### config.mk
export PLATFORM = sky130hd
export DESIGN_NAME = eda_task_uart_tx
export DESIGN_NICKNAME = d
export VERILOG_FILES = /design/src/rtl/eda_task_uart_tx.sv
export SDC_FILE = /design/constraint.sdc
export NUM_CORES = 1
export LEC_CHECK = 0
export BUFFER_PORTS_ARGS = -buffer_cell sky130_fd_sc_hd__buf_2
export CAP_MARGIN = 30
export CORE_MARGIN = 2
export CORE_UTILIZATION = 57
export DETAILED_ROUTE_END_ITERATION = 8
export GPL_TIMING_DRIVEN = 0
export PLACE_DENSITY = 0.76
export SYNTH_ARGS = -nofsm -noshare
export SYNTH_HDL_FRONTEND = slang
export SYNTH_SLANG_ARGS = --single-unit
### constraint.sdc
create_clock -name SYSCLK -period 2.4 [get_ports SYSCLK]
set_input_delay 0.36 -clock SYSCLK [delete_from_list [all_inputs] [get_ports SYSCLK]]
set_output_delay 0.36 -clock SYSCLK [all_outputs]
set_load 0.01 [all_outputs]
### src/rtl/eda_task_uart_tx.sv
// Serial transmitter that drains the 8-bit eda_task_FIFO: start bit, 8 data
// bits LSB first, optional even parity, one stop bit.
module eda_task_uart_tx #(
   parameter int unsigned CLKS_PER_BIT = 16,
   parameter bit          PARITY_EN    = 1'b0
) (
   input  logic       SYSCLK,
   input  logic       RST_B,
   input  logic       EMPTY,
   input  logic [7:0] FIFO_DATA,
   output logic       RD_EN,
   output logic       TXD,
   output logic       BUSY,
   output logic       TX_DONE
);

   localparam int unsigned   CW        = $clog2(CLKS_PER_BIT);
   localparam logic [CW-1:0] BAUD_LAST = CW'(CLKS_PER_BIT - 1);

   typedef enum logic [2:0] {
      IDLE,
      POP,
      LOAD,
      START,
      DATA,
      PARITY,
      STOP
   } state_t;

   state_t        state;
   logic [CW-1:0] baud_cnt;
   logic [2:0]    bit_cnt;
   logic [7:0]    shift_reg;
   logic          parity_bit;
   logic          txd_q;
   logic          tx_done_q;
   logic          bit_end;

   assign bit_end = (baud_cnt == BAUD_LAST);

   // TXD is loaded one edge ahead of each bit so the line changes exactly on
   // the bit boundary without a decode stage after the register.
   always_ff @(posedge SYSCLK or negedge RST_B) begin
      if (!RST_B) begin
         state      <= IDLE;
         baud_cnt   <= '0;
         bit_cnt    <= '0;
         shift_reg  <= '0;
         parity_bit <= 1'b0;
         txd_q      <= 1'b1;
         tx_done_q  <= 1'b0;
      end else begin
         tx_done_q <= 1'b0;
         unique case (state)
            IDLE: begin
               txd_q <= 1'b1;
               if (!EMPTY) state <= POP;
            end
            POP: begin
               state <= LOAD;
            end
            LOAD: begin
               shift_reg  <= FIFO_DATA;
               parity_bit <= ^FIFO_DATA;
               bit_cnt    <= '0;
               baud_cnt   <= '0;
               txd_q      <= 1'b0;
               state      <= START;
            end
            START: begin
               if (bit_end) begin
                  baud_cnt <= '0;
                  txd_q    <= shift_reg[0];
                  state    <= DATA;
               end else begin
                  baud_cnt <= baud_cnt + 1'b1;
               end
            end
            DATA: begin
               if (bit_end) begin
                  baud_cnt  <= '0;
                  shift_reg <= shift_reg >> 1;
                  bit_cnt   <= bit_cnt + 3'd1;
                  if (bit_cnt == 3'd7) begin
                     if (PARITY_EN) begin
                        txd_q <= parity_bit;
                        state <= PARITY;
                     end else begin
                        txd_q <= 1'b1;
                        state <= STOP;
                     end
                  end else begin
                     txd_q <= shift_reg[1];
                  end
               end else begin
                  baud_cnt <= baud_cnt + 1'b1;
               end
            end
            PARITY: begin
               if (bit_end) begin
                  baud_cnt <= '0;
                  txd_q    <= 1'b1;
                  state    <= STOP;
               end else begin
                  baud_cnt <= baud_cnt + 1'b1;
               end
            end
            STOP: begin
               if (bit_end) begin
                  baud_cnt  <= '0;
                  tx_done_q <= 1'b1;
                  state     <= EMPTY ? IDLE : POP;
               end else begin
                  baud_cnt <= baud_cnt + 1'b1;
               end
            end
            default: begin
               state <= IDLE;
            end
         endcase
      end
   end

   assign RD_EN   = (state == POP);
   assign BUSY    = (state != IDLE);
   assign TXD     = txd_q;
   assign TX_DONE = tx_done_q;

endmodule

After elaboration in Yosys (flattened, before gate mapping)
Index checks and enable logic that the tools add are counted.

Bits in registers: 20. Input port bits: 11. Output and inout port bits: 4. Word-level logic and storage cells: 52.

Add/subtract/negate cells: 2. Eq/ne operators: 14. Muxes and demuxes: 21. Reduce and logical (&&, ||, !) cells: 9.

Operator list (number): $mux 3 (7); $pmux 3 s7 (1); $pmux 8 s2 (1); $eq 3x3->1 const B (4); $ne 2x2->1 const B (6); $mux 8 (1); $pmux 4 s2 (1); $mux 1 (7); $eq 3x2->1 const B (2); $pmux 3 s2 (1); $reduce_and 6->1 (1); $pmux 1 s5 (1); $reduce_bool 5->1 (1); $add 4x1->4 const B (1); $eq 4x4->1 const B (1); $mux 4 (1); $reduce_and 4->1 (1); $reduce_bool 2->1 (2); $reduce_or 4->1 (1); $add 3x1->3 const B (1); $eq 3x1->1 const B (1); $logic_not 3->1 (1); $reduce_bool 3->1 (1); $reduce_and 2->1 (1).

Longest topological paths before layout
Word-level depth: 4. Depth in mapped cells: 6. Depth with buffers taken out: 5.

Worst setup path after synthesis
Ideal clock, no wire load.

Path type: register to register. From: register baud_cnt[0]. To: register shift_reg[0]. Data arrival time: 1.549 ns. Data required time: 2.275 ns. Setup slack: 0.726 ns. Stages on the path, launching flop included: 7. Buffers on the path: 2. Path through: dfrtp_1 ha_1 and3_4 buf_6 a22o_1 buf_6 mux2_4.

Longest elaborated chain between the ends: 3.

RTL lines: start, declared (RTL line 31) `logic [CW-1:0] baud_cnt;`; start signal, assigned (RTL line 76) `baud_cnt <= baud_cnt + 1'b1;`; start signal, assigned (RTL line 96) `baud_cnt <= baud_cnt + 1'b1;`; start signal, assigned (RTL line 105) `baud_cnt <= baud_cnt + 1'b1;`; $eq 4x4->1 (RTL line 39) `assign bit_end = (baud_cnt == BAUD_LAST);`; $ne 2x2->1 (no source line); $reduce_and 2->1 (no source line); end signal, assigned (RTL line 82) `shift_reg <= shift_reg >> 1;`; end, declared (RTL line 33) `logic [7:0] shift_reg;`.

No other way between the ends. A chain may end at the register's enable or synchronous reset.

Worst setup path in the final report
From: register state[1]. To: output port BUSY.

Longest elaborated chain between the ends: 1.

RTL lines: start, declared (RTL line 30) `state_t state;`; start signal, assigned (RTL line 112) `state <= EMPTY ? IDLE : POP;`; $reduce_bool 3->1 (RTL line 125) `assign BUSY = (state != IDLE);`; end, declared (RTL line 13) `output logic BUSY,`.

No other way between the ends.

==> results.txt <==
Fmax: 502.2 MHz. In this run the worst setup path begins at state[1]. After detailed routing, the wire length on met1 is 1197 µm. The die span in y is 51.04 µm, and the combined buffer and inverter count along the critical path is 4.

In the layout the commonest cells are 20 x sky130_fd_sc_hd__buf_2, 19 x sky130_fd_sc_hd__dfrtp_1, 8 x sky130_fd_sc_hd__o21ai_0. The post-CTS resize count was 0. Clock-pin slew was measured on the worst setup and hold paths at 0.11 ns.

The logs give 346.9 µV for the largest voltage drop on the vdd net and 2148 µm² for the area of the core. Setup repair after global routing left no endpoint under its margin. The run gives 22.62% as the global routing usage summed across all routing layers. Source-to-sink clock delay at the later pin of the worst-skew pair: 0.31 ns.

The origin of the worst min-delay path was FIFO_DATA[7]. After synthesis the cells add up to 1261 µm². Cells with a size suffix above 1 make up 32.12% of the layout.

Dividing the synthesized area by the synthesized cell count gives 10.69 µm². Once the floorplan was initialized, standard cells occupied 58.71% of the core. The post-synthesis cell count is 118. The finished layout holds 165 standard cells, fillers aside. The final design instance area without fill is 1403 µm².

The clock net in this run drives a total of 20 sinks. The worst pin sits at a relative slew slack of 71.11%. After layout, the worst path uses 82.98% of the clock period. The category of the most critical setup path was flop to output port.

The setup check on the worst reg-to-reg path leaves a slack of 0.56 ns. Dividing total power by cell area gives a power density of 394.7 nW/µm². The slowest cell on the critical path was sky130_fd_sc_hd__dfrtp_1. The area growth from synthesis to final layout works out to 11.21%.

The arrival time at the worst endpoint is 1.63 ns. The routed length per placed instance was 15.74 µm; the setup violation total in the final timing report was 0. The routed wire length on met3 was 110 µm.

The number of distinct library cell variants in the gate-level netlist after synthesis is 41, and the total negative setup slack is 0 ns. Synthesis produced a netlist with a net count of 132. The flow ran to the end, and the final reports show no timing, DRC or antenna violations. The number of clock buffers added by TritonCTS is 3. The tools report the number of global-route vias before repair as 983. In this run the number of cells on the critical path is 5.

The cell count after placement is 160. The floorplan step defined a die boundary enclosing 2605 µm². The leakage power of the design came out at 0.6792 nW. The tools report the reg-to-reg critical path startpoint as baud_cnt[0].

In the final design database the tool counted 152 nets. At the worst endpoint, the required time is 2.04 ns. Initial DRC count: 24. The final critical delay including setup and external delays was 1.991 ns.

The endpoint identified for the worst register-to-register timing path is shift_reg[5]. The tools report the overflow left after global routing as 0. The tools report the sort of element at the start of the critical path as a flop. The register with the most flip-flops in the layout has 8 of them. The tools report the clock root buffer master as sky130_fd_sc_hd__clkbuf_4.

In this design, the largest share of critical-path delay is due to buffers and inverters. The run gives 0 as the count of final hold-check violations. The critical path goes through clkbuf_1 > buf_2 > inv_1 > nand2_1 > buf_2. The sequential element share of the synthesized area was 39.78%; the delay of the slowest critical-path stage was 0.47 ns. For the least setup slack across all paths after layout, the log shows 0.4086 ns. The most frequently used flop master after synthesis was sky130_fd_sc_hd__dfrtp_1. The path class of the tightest hold or removal check is input port to flop. In the routed design, unresolved DRC markers number 0. In this run the core area contains 17 standard-cell rows. The highest routing layer actually used was met4. After layout, the design draws a total of 0.5536 mW. The initial antenna violation count is 0.

Dividing the detail-routed via count by the number of cells gives 6.121. The die is 51.04 µm wide. Counting flops and latches in the post-synthesis netlist gives 20.

The total placed instance area is 1366 µm², and the sum of met2 wire segment lengths after detailed routing is 1253 µm. After filler insertion, the fill cell instance count of the layout stands at 166. In the synthesized netlist the async set-or-reset flop fraction comes to 100.0%.

OpenSTA, run right after detailed placement, puts the worst setup slack at 0.5974 ns. TritonCTS built the clock tree. The most frequent standard cell in the layout excluding fill and tap cells was sky130_fd_sc_hd__buf_2.

The cell with the most instances on the worst path was sky130_fd_sc_hd__buf_2. The detailed router placed 1010 vias in this run. The post-detailed-routing wire length is 2597 µm. For the total of warnings raised by yosys, the log shows 0.

In this run the tool buffered the top-level ports with 14 buffer cells. The final antenna-violating net count is 0. In this run, synthesis inferred 0 flip-flops with an integrated enable. The worst setup path is captured at an output port. The first global-routing pass estimated 4388 µm of wire. The worst-margin pin slew is 0.4334 ns.

For this run, the detailed router's first-pass iteration total came to 4. Measured in cells, the most critical reg-to-reg path has a length of 6. The number of slew-limit violations in the final report is 0, and the number of antenna cells inserted is 0.

The final RePlAce weighted congestion is 0.8460. The logs give 0.004022 ns for the worst-case clock skew and 21 for the pin count of the biggest net entering global routing. The post-DP HPWL is 1872 µm, and the number of maximum-capacitance constraint violations is 0.

Along the worst path, the maximum fanout reaches 10. The top-level I/O count was 15; the maximum level of the CTS H-tree was 1. In this run the deepest clock path goes through 2 buffers. The endpoint of the worst setup timing path was BUSY.
-- worst register-to-register path: cells and delay by family (launching register included) --
family          cells  cell delay [ns]
flops               1             0.45
fa+ha+maj           1             0.34
mux                 1             0.31
buf+inv             2             0.25
simple gates        1             0.24
compound gates      1             0.13
-- stage by stage --
step	hold slack (ns)	utilization, %
2_1_floorplan	0.06441	-
3_3_place_gp	0.3282	63.60
3_5_place_dp	0.3302	63.60
4_1_cts	0.3690	65.29
5_1_grt	0.4084	65.29
6_report	0.3534	65.29
-- where the power goes --
part	internal (mW)	switching [mW]	total, mW
registers	0.344	0.00449	0.349
logic	0.0198	0.0136	0.0333
clock network	0.0650	0.107	0.172
-- metal layers --
metal  track usage, %  vias up
li1                 -      481
met1            28.98      495
met2            38.74       29
met3            2.632        5
met4            9.009        0
met5                0        -
-- final cells by class --
cell class | instances | area (µm²) | share of cell area, %
Sequential cell | 20 | 501.7 | 35.77
Clock buffer | 4 | 26.28 | 1.873
Buffer | 12 | 71.32 | 5.085
Multi-Input combinational cell | 82 | 673.1 | 47.99
Tap cell | 28 | 35.03 | 2.498
Timing Repair Buffer | 15 | 80.08 | 5.709
Inverter | 4 | 15.01 | 1.070
-- worst min path at each step --
stage                    to  slack [ns]  cells after the start
4_1_cts        shift_reg[7]        0.37                      3
2_1_floorplan       TX_DONE        0.06                      0
3_3_place_gp    baud_cnt[3]        0.33                      1
5_1_grt        shift_reg[6]        0.41                      3
6_report       shift_reg[7]        0.35                      3
3_5_place_dp    baud_cnt[3]        0.33                      1
-- cells in the mapped netlist, drive strengths merged, types with 2 or more instances --
library cell / instances / area share [%]
buf: 9 / 4.8
nor2b: 5 / 2.5
nor2: 3 / 0.89
a32o: 3 / 2.4
mux2: 14 / 15
a221oi: 2 / 1.4
clkbuf: 3 / 0.89
and3: 2 / 1.4
nand3: 3 / 1.2
inv: 4 / 1.2
nand2: 7 / 2.1
a22o: 2 / 1.4
nor3b: 2 / 1.6
dfrtp: 19 / 38
mux2i: 3 / 2.4
o21ai: 8 / 3.2
ha: 3 / 3.0
and4: 2 / 1.4
a22oi: 2 / 1.2
a21oi: 4 / 1.6
o221ai: 3 / 2.1
-- timing repair --
item                                   4_1_cts  5_1_grt
buffers inserted                             0        0
hold buffers                                 1        0
endpoints found under the hold margin       10        0
-- logic make-up (layout without fill, tap and decap cells) --
family	Yosys count	after routing	share of synthesized area, %
AO/OA/AOI/OAI	32	32	18.16
adder cells (fa/ha/maj)	4	4	3.770
buffers and inverters	16	35	6.845
AND/OR/NAND/NOR	29	29	14.49
flip-flops	20	20	39.78
multiplexers	17	17	16.96
(Power assumes the default switching activity.)
